==> config.mk <==
export PLATFORM = sky130hd
export DESIGN_NAME = multicycle_ctrl_flat
export DESIGN_NICKNAME = d
export VERILOG_FILES = /design/src/rtl/mcpu_pkg.sv /design/src/rtl/multicycle_ctrl_if.sv /design/src/rtl/mcpu_decode.sv /design/src/rtl/multicycle_ctrl.sv /design/src/flat_wrapper.sv
export SDC_FILE = /design/constraint.sdc
export NUM_CORES = 1
export LEC_CHECK = 0
export ABC_AREA = 0
export CAP_MARGIN = 30
export CORE_MARGIN = 8
export CORE_UTILIZATION = 41
export DETAILED_ROUTE_END_ITERATION = 8
export PLACE_DENSITY = 0.86
export SETUP_SLACK_MARGIN = 0.02
export SYNTH_ARGS = -nofsm -noshare
export SYNTH_HDL_FRONTEND = slang
export SYNTH_SLANG_ARGS = --single-unit
==> constraint.sdc <==
create_clock -name clka -period 1.82 [get_ports clka]
set_clock_uncertainty 0.1 [all_clocks]
set_input_delay 0.364 -clock clka [delete_from_list [all_inputs] [get_ports clka]]
set_output_delay 0.364 -clock clka [all_outputs]
set_load 0.1 [all_outputs]
==> src/rtl/mcpu_pkg.sv <==
// Shared encodings for the multi-cycle MIPS-subset control unit: state codes,
// opcode/funct values, ALU and mux-select codes, and the per-state output table.
package mcpu_pkg;

    typedef enum logic [3:0] {
        S_IDLE   = 4'd0,
        S_IF     = 4'd1,
        S_ID     = 4'd2,
        S_EX_R   = 4'd3,
        S_EX_I   = 4'd4,
        S_EX_LS  = 4'd5,
        S_MEM_RD = 4'd6,
        S_MEM_WR = 4'd7,
        S_WB_R   = 4'd8,
        S_WB_I   = 4'd9,
        S_WB_LW  = 4'd10,
        S_EX_BR  = 4'd11,
        S_EX_J   = 4'd12
`ifdef MCTRL_STEP_EN
        , S_WAIT = 4'd13
`endif
    } state_e;

    typedef enum logic [2:0] {
        CLS_R, CLS_I, CLS_LW, CLS_SW, CLS_BEQ, CLS_BNE, CLS_J, CLS_ILL
    } inst_cls_e;

    localparam logic [5:0] OP_RTYPE = 6'h00;
    localparam logic [5:0] OP_ADDI  = 6'h08;
    localparam logic [5:0] OP_ANDI  = 6'h0C;
    localparam logic [5:0] OP_ORI   = 6'h0D;
    localparam logic [5:0] OP_XORI  = 6'h0E;
    localparam logic [5:0] OP_SLTI  = 6'h0A;
    localparam logic [5:0] OP_LW    = 6'h23;
    localparam logic [5:0] OP_SW    = 6'h2B;
    localparam logic [5:0] OP_BEQ   = 6'h04;
    localparam logic [5:0] OP_BNE   = 6'h05;
    localparam logic [5:0] OP_J     = 6'h02;

    localparam logic [5:0] FN_ADD  = 6'h20;
    localparam logic [5:0] FN_SUB  = 6'h22;
    localparam logic [5:0] FN_AND  = 6'h24;
    localparam logic [5:0] FN_OR   = 6'h25;
    localparam logic [5:0] FN_XOR  = 6'h26;
    localparam logic [5:0] FN_NOR  = 6'h27;
    localparam logic [5:0] FN_SLT  = 6'h2A;
    localparam logic [5:0] FN_SLLV = 6'h04;

    localparam logic [2:0] ALU_AND = 3'b000;
    localparam logic [2:0] ALU_OR  = 3'b001;
    localparam logic [2:0] ALU_XOR = 3'b010;
    localparam logic [2:0] ALU_NOR = 3'b011;
    localparam logic [2:0] ALU_ADD = 3'b100;
    localparam logic [2:0] ALU_SUB = 3'b101;
    localparam logic [2:0] ALU_SLT = 3'b110;
    localparam logic [2:0] ALU_SLL = 3'b111;

    localparam logic [1:0] PCS_SEQ = 2'b00;
    localparam logic [1:0] PCS_BR  = 2'b01;
    localparam logic [1:0] PCS_JMP = 2'b10;

    localparam logic [1:0] WRS_RD = 2'b00;
    localparam logic [1:0] WRS_RT = 2'b01;

    typedef struct packed {
        logic       pc_write;
        logic [1:0] pc_s;
        logic       ir_write;
        logic       reg_write;
        logic [1:0] w_r_s;
        logic       wr_data_s;
        logic       alu_srcb;
        logic       imm_s;
        logic [2:0] alu_op;
        logic       mem_write;
    } ctrl_out_t;

    // Moore output table; the branch PC_Write term depends on ZF and is added outside.
    function automatic ctrl_out_t ctrl_for(input state_e s, input logic [2:0] alu,
                                           input logic zext);
        ctrl_out_t o;
        o = '0;
        case (s)
            S_IF:     begin o.ir_write = 1'b1; o.pc_write = 1'b1; o.pc_s = PCS_SEQ; end
            S_EX_R:   o.alu_op = alu;
            S_EX_I:   begin o.alu_srcb = 1'b1; o.imm_s = zext; o.alu_op = alu; end
            S_EX_LS,
            S_MEM_RD: begin o.alu_srcb = 1'b1; o.alu_op = ALU_ADD; end
            S_MEM_WR: begin o.alu_srcb = 1'b1; o.alu_op = ALU_ADD; o.mem_write = 1'b1; end
            S_EX_BR:  begin o.alu_op = ALU_SUB; o.pc_s = PCS_BR; end
            S_EX_J:   begin o.pc_write = 1'b1; o.pc_s = PCS_JMP; end
            S_WB_R:   begin o.reg_write = 1'b1; o.w_r_s = WRS_RD; o.alu_op = alu; end
            S_WB_I:   begin
                o.reg_write = 1'b1; o.w_r_s = WRS_RT; o.alu_op = alu; o.alu_srcb = 1'b1;
            end
            S_WB_LW:  begin o.reg_write = 1'b1; o.w_r_s = WRS_RT; o.wr_data_s = 1'b1; end
            default:  ;
        endcase
        return o;
    endfunction

endpackage

==> src/rtl/multicycle_ctrl_if.sv <==
// Control-unit <-> datapath bundle. With MCTRL_STEP_EN defined it also carries
// the single-step input.
interface multicycle_ctrl_if;
    logic [31:0] Inst_code;
    logic        ZF;
    logic        PC_Write;
    logic [1:0]  PC_s;
    logic        IR_Write;
    logic        Reg_Write;
    logic [1:0]  w_r_s;
    logic        wr_data_s;
    logic        ALU_SrcB;
    logic        imm_s;
    logic [2:0]  ALU_OP;
    logic        Mem_Write;
    logic        ill_inst;
    logic [3:0]  state;
`ifdef MCTRL_STEP_EN
    logic        step;
`endif

    modport master (
        input  Inst_code, ZF,
`ifdef MCTRL_STEP_EN
        input  step,
`endif
        output PC_Write, PC_s, IR_Write, Reg_Write, w_r_s, wr_data_s,
               ALU_SrcB, imm_s, ALU_OP, Mem_Write, ill_inst, state
    );

    modport slave (
        output Inst_code, ZF,
`ifdef MCTRL_STEP_EN
        output step,
`endif
        input  PC_Write, PC_s, IR_Write, Reg_Write, w_r_s, wr_data_s,
               ALU_SrcB, imm_s, ALU_OP, Mem_Write, ill_inst, state
    );
endinterface

==> src/rtl/mcpu_decode.sv <==
// Combinational instruction decoder: opcode/funct -> class, ALU code,
// zero-extend select and illegal flag. Consulted only while in ID.
module mcpu_decode
    import mcpu_pkg::*;
(
    input  logic [5:0] i_opcode,
    input  logic [5:0] i_funct,
    output inst_cls_e  o_cls,
    output logic [2:0] o_alu_op,
    output logic       o_imm_s,
    output logic       o_illegal
);

    always_comb begin
        // NOTE: every output gets a default first, so no path can infer a latch.
        o_cls    = CLS_ILL;
        o_alu_op = ALU_AND;
        o_imm_s  = 1'b0;
        case (i_opcode)
            OP_RTYPE: begin
                o_cls = CLS_R;
                case (i_funct)
                    FN_ADD:  o_alu_op = ALU_ADD;
                    FN_SUB:  o_alu_op = ALU_SUB;
                    FN_AND:  o_alu_op = ALU_AND;
                    FN_OR:   o_alu_op = ALU_OR;
                    FN_XOR:  o_alu_op = ALU_XOR;
                    FN_NOR:  o_alu_op = ALU_NOR;
                    FN_SLT:  o_alu_op = ALU_SLT;
                    FN_SLLV: o_alu_op = ALU_SLL;
                    default: o_cls = CLS_ILL;
                endcase
            end
            OP_ADDI: begin o_cls = CLS_I; o_alu_op = ALU_ADD; end
            OP_ANDI: begin o_cls = CLS_I; o_alu_op = ALU_AND; o_imm_s = 1'b1; end
            OP_ORI:  begin o_cls = CLS_I; o_alu_op = ALU_OR;  o_imm_s = 1'b1; end
            OP_XORI: begin o_cls = CLS_I; o_alu_op = ALU_XOR; o_imm_s = 1'b1; end
            OP_SLTI: begin o_cls = CLS_I; o_alu_op = ALU_SLT; end
            OP_LW:   begin o_cls = CLS_LW; o_alu_op = ALU_ADD; end
            OP_SW:   begin o_cls = CLS_SW; o_alu_op = ALU_ADD; end
            OP_BEQ:  begin o_cls = CLS_BEQ; o_alu_op = ALU_SUB; end
            OP_BNE:  begin o_cls = CLS_BNE; o_alu_op = ALU_SUB; end
            OP_J:    o_cls = CLS_J;
            default: o_cls = CLS_ILL;
        endcase
    end

    assign o_illegal = (o_cls == CLS_ILL);

endmodule

==> src/rtl/multicycle_ctrl.sv <==
// Multi-cycle MIPS-subset control FSM with registered Moore outputs.
// Define MCTRL_STEP_EN to add the WAIT state and single-step input.
module multicycle_ctrl
    import mcpu_pkg::*;
(
    input  logic               clka,
    input  logic               rst,
    multicycle_ctrl_if.master  bus
);

`ifdef MCTRL_STEP_EN
    localparam state_e S_FETCH_ENTRY = S_WAIT;
`else
    localparam state_e S_FETCH_ENTRY = S_IF;
`endif

    state_e     r_state, w_next;
    inst_cls_e  r_cls, w_cls_next;
    logic [2:0] r_alu, w_alu_next;
    logic       r_imm, w_imm_next;
    logic       r_rel;
    ctrl_out_t  r_out;

    inst_cls_e  w_dec_cls;
    logic [2:0] w_dec_alu;
    logic       w_dec_imm;
    logic       w_dec_ill;
    logic       w_br_take;

    mcpu_decode u_decode (
        .i_opcode  (bus.Inst_code[31:26]),
        .i_funct   (bus.Inst_code[5:0]),
        .o_cls     (w_dec_cls),
        .o_alu_op  (w_dec_alu),
        .o_imm_s   (w_dec_imm),
        .o_illegal (w_dec_ill)
    );

    always_comb begin
        w_next     = r_state;
        w_cls_next = r_cls;
        w_alu_next = r_alu;
        w_imm_next = r_imm;
        case (r_state)
            // r_rel delays the first fetch by one edge after reset release.
            S_IDLE:   if (r_rel) w_next = S_FETCH_ENTRY;
            S_IF:     w_next = S_ID;
            S_ID: begin
                w_cls_next = w_dec_cls;
                w_alu_next = w_dec_alu;
                w_imm_next = w_dec_imm;
                case (w_dec_cls)
                    CLS_R:            w_next = S_EX_R;
                    CLS_I:            w_next = S_EX_I;
                    CLS_LW, CLS_SW:   w_next = S_EX_LS;
                    CLS_BEQ, CLS_BNE: w_next = S_EX_BR;
                    CLS_J:            w_next = S_EX_J;
                    default:          w_next = S_FETCH_ENTRY;
                endcase
            end
            S_EX_R:   w_next = S_WB_R;
            S_EX_I:   w_next = S_WB_I;
            S_EX_LS:  w_next = (r_cls == CLS_LW) ? S_MEM_RD : S_MEM_WR;
            S_MEM_RD: w_next = S_WB_LW;
            S_WB_R, S_WB_I, S_WB_LW, S_MEM_WR, S_EX_BR, S_EX_J:
                      w_next = S_FETCH_ENTRY;
`ifdef MCTRL_STEP_EN
            S_WAIT:   if (bus.step) w_next = S_IF;
`endif
            default:  w_next = S_IDLE;
        endcase
    end

    always_ff @(posedge clka or negedge rst) begin
        if (!rst) begin
            r_state <= S_IDLE;
            r_cls   <= CLS_ILL;
            r_alu   <= ALU_AND;
            r_imm   <= 1'b0;
            r_rel   <= 1'b0;
            r_out   <= '0;
        end else begin
            // NOTE: non-blocking, so every register here samples pre-edge values.
            r_state <= w_next;
            r_cls   <= w_cls_next;
            r_alu   <= w_alu_next;
            r_imm   <= w_imm_next;
            r_rel   <= 1'b1;
            r_out   <= ctrl_for(w_next, w_alu_next, w_imm_next);
        end
    end

    // ZF is only valid during the compare itself, so the branch enable stays combinational.
    assign w_br_take = (r_state == S_EX_BR) & (bus.ZF ^ (r_cls == CLS_BNE));

    assign bus.PC_Write  = r_out.pc_write | w_br_take;
    assign bus.PC_s      = r_out.pc_s;
    assign bus.IR_Write  = r_out.ir_write;
    assign bus.Reg_Write = r_out.reg_write;
    assign bus.w_r_s     = r_out.w_r_s;
    assign bus.wr_data_s = r_out.wr_data_s;
    assign bus.ALU_SrcB  = r_out.alu_srcb;
    assign bus.imm_s     = r_out.imm_s;
    assign bus.ALU_OP    = r_out.alu_op;
    assign bus.Mem_Write = r_out.mem_write;
    assign bus.ill_inst  = (r_state == S_ID) & w_dec_ill;
    assign bus.state     = r_state;

endmodule

==> src/flat_wrapper.sv <==
// flat-port wrapper written by rule: the top's interface ports become plain ports
module multicycle_ctrl_flat import mcpu_pkg::*;
  (clka, rst, bus_Inst_code, bus_ZF, bus_PC_Write, bus_PC_s, bus_IR_Write, bus_Reg_Write, bus_w_r_s, bus_wr_data_s, bus_ALU_SrcB, bus_imm_s, bus_ALU_OP, bus_Mem_Write, bus_ill_inst, bus_state);
  multicycle_ctrl_if bus_i ();
  input  logic clka;
  input  logic rst;
  input wire logic [$bits(bus_i.Inst_code)-1:0] bus_Inst_code;
  input wire logic [$bits(bus_i.ZF)-1:0] bus_ZF;
  output wire logic [$bits(bus_i.PC_Write)-1:0] bus_PC_Write;
  output wire logic [$bits(bus_i.PC_s)-1:0] bus_PC_s;
  output wire logic [$bits(bus_i.IR_Write)-1:0] bus_IR_Write;
  output wire logic [$bits(bus_i.Reg_Write)-1:0] bus_Reg_Write;
  output wire logic [$bits(bus_i.w_r_s)-1:0] bus_w_r_s;
  output wire logic [$bits(bus_i.wr_data_s)-1:0] bus_wr_data_s;
  output wire logic [$bits(bus_i.ALU_SrcB)-1:0] bus_ALU_SrcB;
  output wire logic [$bits(bus_i.imm_s)-1:0] bus_imm_s;
  output wire logic [$bits(bus_i.ALU_OP)-1:0] bus_ALU_OP;
  output wire logic [$bits(bus_i.Mem_Write)-1:0] bus_Mem_Write;
  output wire logic [$bits(bus_i.ill_inst)-1:0] bus_ill_inst;
  output wire logic [$bits(bus_i.state)-1:0] bus_state;
  assign bus_i.Inst_code = bus_Inst_code;
  assign bus_i.ZF = bus_ZF;
  assign bus_PC_Write = bus_i.PC_Write;
  assign bus_PC_s = bus_i.PC_s;
  assign bus_IR_Write = bus_i.IR_Write;
  assign bus_Reg_Write = bus_i.Reg_Write;
  assign bus_w_r_s = bus_i.w_r_s;
  assign bus_wr_data_s = bus_i.wr_data_s;
  assign bus_ALU_SrcB = bus_i.ALU_SrcB;
  assign bus_imm_s = bus_i.imm_s;
  assign bus_ALU_OP = bus_i.ALU_OP;
  assign bus_Mem_Write = bus_i.Mem_Write;
  assign bus_ill_inst = bus_i.ill_inst;
  assign bus_state = bus_i.state;
  multicycle_ctrl u_core (.clka(clka), .rst(rst), .bus(bus_i));
endmodule
# Word-level counts from Yosys, hierarchy flattened
# Cells that the tools add are included.
dict set report word_totals {
  input_bits 35
  regBits 26
}
dict set report op_classes {
  n_eq_ne 50
  n_reduce_logical 16
  bitwise_logic 4
  muxes 20
}
# op count
set ops {}
lappend ops {{$eq 6x6->1 const B} 9}
lappend ops {{$pmux 3 s7} 2}
lappend ops {{$eq 4x4->1 const B} 10}
lappend ops {{$eq 4x3->1 const B} 8}
lappend ops {{$pmux 4 s8} 1}
lappend ops {{$eq 6x4->1 const B} 5}
lappend ops {{$pmux 4 s5} 1}
lappend ops {{$eq 6x3->1 const B} 3}
lappend ops {{$pmux 3 s6} 1}
lappend ops {{$eq 3x3->1 const B} 5}
lappend ops {{$eq 4x2->1 const B} 3}
lappend ops {{$reduce_or 2->1} 5}
lappend ops {{$reduce_or 5->1} 2}
lappend ops {{$eq 3x2->1 const B} 3}
lappend ops {{$mux 1} 9}
lappend ops {{$pmux 3 s3} 1}
lappend ops {{$reduce_or 3->1} 3}
lappend ops {{$eq 4x1->1 const B} 2}
lappend ops {{$reduce_or 8->1} 1}
lappend ops {{$eq 6x2->1 const B} 1}
lappend ops {{$logic_not 6->1} 1}
lappend ops {{$mux 3} 2}
lappend ops {{$pmux 3 s2} 1}
lappend ops {{$reduce_or 6->1} 1}
lappend ops {{9 further kinds} 10}

# Depth between registers and ports, before layout
dict set report logic_depth {
  depth_word 11
  depth_mapped 8
  depth_no_buf 7
}

# Cells and area by module
# A second synthesis with hierarchy kept.
dict set report unflattened {
  hier_cells 178
  hier_area_um2 1570.3
}
# module n_inst seq_area_each_um2 cells_each area_each_um2
set modules_own_cells {}
lappend modules_own_cells {multicycle_ctrl 1 629.4 130 1267.5}
lappend modules_own_cells {mcpu_decode 1 0.0 48 302.8}

# Least setup slack after synthesis
# OpenSTA, ideal clock, no wires.
dict set report synth_timing {
  path_kind {register -> output}
  from {reg u_core.r_state[1] (netlist: u_core.bus.state[1])}
  to {out bus_ill_inst}
  path_stages_with_launch 5
  n_path_buf 2
  path_slack_ps -1961
  arrival_time_ps 3317
  path_cell_list {dfrtp_1 buf_2 or4b_4 buf_6 a21oi_1}
}
dict set report synth_between {
  elab_chain_len 2
}
# item line_no
set synth_rtl {}
lappend synth_rtl {{from (decl)} multicycle_ctrl.sv:17} ;# state_e r_state, w_next;
lappend synth_rtl {{from (signal assigned)} multicycle_ctrl.sv:84} ;# r_state <= w_next;
lappend synth_rtl {{$eq 4x2->1} multicycle_ctrl.sv:106} ;# assign bus.ill_inst = (r_state == S_ID) & w_dec_ill;
lappend synth_rtl {{$and 1x1->1} multicycle_ctrl.sv:106}
lappend synth_rtl {{to (decl)} flat_wrapper.sv:19} ;# output wire logic [$bits(bus_i.ill_inst)-1:0] bus_ill_inst;
# Every way passes these cells.

# Final worst setup path
dict set report layout_timing {
  from {reg u_core.r_state[2] (netlist: u_core.bus.state[2])}
  to {reg u_core.r_out, in the netlist u_core.bus.ALU_OP[1]}
}
dict set report layout_between {
  elab_chain_len 6
}
# item line_no
set layout_rtl {}
lappend layout_rtl {{$eq 4x4->1 or $eq 4x3->1 (tied branches)} multicycle_ctrl.sv:44} ;# case (r_state)
lappend layout_rtl {{$reduce_or 6->1} multicycle_ctrl.sv:44}
lappend layout_rtl {{$pmux 4 s8} multicycle_ctrl.sv:44}
lappend layout_rtl {{$eq 4x2->1, or another cell as far along} mcpu_pkg.sv:83} ;# case (s)
lappend layout_rtl {{$reduce_or 4->1 (no source line) or $reduce_or 3->1 (tied branches)} --}
lappend layout_rtl {{$pmux 3 s3 *} mcpu_pkg.sv:83}
lappend layout_rtl {{to (signal assigned)} multicycle_ctrl.sv:89} ;# r_out <= ctrl_for(w_next, w_alu_next, w_imm_next);
lappend layout_rtl {{to (decl)} multicycle_ctrl.sv:22} ;# ctrl_out_t r_out;
# Every way passes the cells marked *; elsewhere a longest branch is shown, timed or not.
# A chain may end at the register's enable or synchronous reset.

==> qor.csv <==
metric,value,unit
status,"complete, but fails checks",
violated checks,negative setup slack,
Critical Path Most Common Cell,buf_4,
Crit Path Class,reg2reg,
"Reg clk slew, reported paths",90,ps
root buffer cell,clkbuf_8,
Worst R2R Path Depth,8,
syn_nets,212,
Port Buffer Count,32,
Final setup viols,20,
r2r setup slk,-450,ps
MaxCap Viol Count,0,
Finished Core Util,0.817,
r2r endpoint,u_core.bus.ALU_OP[1],
final instance area,3040,µm²
Hold Crit Class,in2async,
Flop pwr share,0.208,
"Top FF cell, synth",dfrtp_1,
hold_buf cts,0,
ratio of cells with drive above 1 in the final layout,0.559,
TritonCTS Buffers,3,
Power Internal,2050,µW
worst r2r src,u_core.bus.state[2],
Max clock buf depth,2,
Clock Latency Late Sink,270,ps
final count of hold timing violations,0,
"commonest cells after routing, fill and taps aside","54 x buf_4, 19 x buf_12, 18 x buf_6",
"most common cell after layout, fill and taps aside",buf_4,
Die Y,78.6,µm
#FFs+latches synth,24,
cells after synthesis,177,
placed instance area,2480,µm²
CP Max Fanout,4,
number of global-route vias before repair,1862,
Fmax,440,MHz
Nets,306,
Synthesis Warnings,0,
Initial Util,0.432,
CP max stage delay,570,ps
final worst setup slack,-454,ps
Pwr Density,1230,nW/µm²
area delta synth->final,89.0,%
CTS tree,yes,
critical-path cell list,or4b_4 > buf_6 > nor2_4 > buf_4 > a21oi_2 > buf_4 > o211ai_1 > a31oi_4,
VDD IR max,1.09,mV
"Avg Cell Area, Syn",9.08,µm²
routed vias/inst,5.70,
net switching fraction of the power,0.451,
Post-Route WL,6.38,mm
initial antenna violation count,0,
fin crit share,1.25,
total negative slack,-4910,ps
hold_ws,358,ps
detail-routed net length per standard cell,20.1,µm
DRT iter0 DRCs,130,
Critical Path Start Type,register,
GRT Overall Usage,0.204,
routed via count,1814,
synth unique cells,54,
Pre-antenna DRT Iters,4,
Pwr Total,3730,µW
slowest CP cell,or4b_4,
"Seq/Total Area, Yosys",0.376,
I/O pins,54,
global-route wire length before repair,10.1,mm
Logic pwr share,0.665,
H-tree Lvls,1,
num rows,22,
clk sinks,24,
n_diodes,0,
Post-synth EDFFs,0,
P_sw,1680,µW
clock share of power,0.127,
die width,78.6,µm
RSZ-0062 raised after global routing,true,
largest net degree at the start of global routing,25,
WP data arrival,2320,ps
DP Wirelength,3.48,mm
Critical Path End Type,register,
final global-route overflow total,0,
async set-or-reset flop fraction in the synthesized netlist,1.00,
antenna-violating nets left,0,
DRC violation count after routing,0,
Max Slew Vio Count,0,
die area,6180,µm²
min Tclk post-route,2270,ps
leakage,0.00132,µW
Core ar.,3720,µm²
Required @ worst endpoint,1860,ps
gpl congestion,0.859,
Post-Syn Area,1610,µm²
## repair_timing
| action | in CTS | in global routing |
|---|---|---|
| resized for setup | 58 | 21 |
| endpoints found under the setup margin | 19 | 21 |
| buffers inserted | 20 | 8 |
| pin swaps | 17 | 17 |
## worst max-delay path by stage
stage	start	to	slack, ps	cells past startpoint
2_1_floorplan	u_core.bus.state[0]	bus_ill_inst	-630	4
3_3_place_gp	bus_Inst_code[2]	bus_ill_inst	-730	6
3_5_place_dp	bus_Inst_code[2]	bus_ill_inst	-740	6
4_1_cts	u_core.bus.state[0]	bus_ill_inst	-420	4
5_1_grt	u_core.bus.state[2]	u_core.bus.ALU_OP[1]	-490	7
6_report	u_core.bus.state[2]	u_core.bus.ALU_OP[1]	-450	8
## layout make-up
type,count,area [µm²]
multi-input cells,130,1140
clock inverters,1,30.0
repair buffers,105,1120
clock buffers,3,41.3
fillers,204,679
well taps,48,60.1
flip-flops and latches,24,617
inverters,7,26.3
## synthesized netlist by cell type (2+ instances only)
cell       number  share of area
a2111oi_2       3          0.028
a211oi_1        2         0.0093
a21boi_0        2         0.0093
a21o_1          4          0.019
a21oi_1        10          0.031
a22o_1          2          0.011
a31oi_1         4          0.016
and3b_1         2          0.011
buf_2           5          0.016
buf_4           7          0.033
buf_6           2          0.014
clkbuf_1        2         0.0047
conb_1          2         0.0047
dfrtp_1        21           0.33
dfstp_2         3          0.049
inv_1           7          0.016
nand2_1         9          0.021
nand2b_1       11          0.043
nand3_1         3         0.0093
nand3b_1        3          0.014
nor2_1         19          0.044
nor2b_1         3          0.012
nor3_1          2         0.0062
nor3b_1         4          0.019
o211ai_1        5          0.023
o21a_1          3          0.014
o21ai_0         5          0.016
o31ai_1         2         0.0093
o32ai_1         2          0.011
or2_2           3          0.012
or3b_2          2          0.011
## kinds of logic after synthesis
kind of cell    Yosys count  share of synthesized area
simple gates             73                      0.267
compound gates           54                      0.263
flops                    24                      0.376
buf+inv                  23                     0.0833
other cells               2                    0.00467
xor+xnor                  1                    0.00545
## stage by stage
step	instances	setup slack (ps)
2_1_floorplan	177	-631
3_3_place_gp	291	-726
3_5_place_dp	291	-735
4_1_cts	315	-416
5_1_grt	318	-495
6_report	318	-454
## worst max-delay path: cells and delay by family (launching register included)
kind	cells	cell delay, ps
compound gates	3	390
buf+inv	3	460
simple gates	2	710
flops	1	490
## flip-flops by register name (all words and copies together) (netlist names), 2 cells and up
register,cells
u_core.bus.ALU_OP,3
u_core.r_alu,3
u_core.bus.state,4
u_core.bus.PC_s,2
u_core.r_cls,3
## power by group through the flow
stage	registers, µW	logic (µW)	clock network [µW]
after floorplan	1140	774	0
after global placement	761	1850	0
after detailed placement	774	1880	0
after CTS	758	2300	468
after global routing	786	2580	504
final	777	2480	474
## routing by layer
| metal | vias up | routed length (µm) | track usage |
|---|---|---|---|
| li1 | 821 | - | - |
| met1 | 890 | 2530 | 0.244 |
| met2 | 81 | 3300 | 0.354 |
| met3 | 22 | 372 | 0.0433 |
| met4 | 0 | 179 | 0.0704 |
| met5 | - | 0 | 0 |
Note: power is estimated with default switching activity, not from simulation.
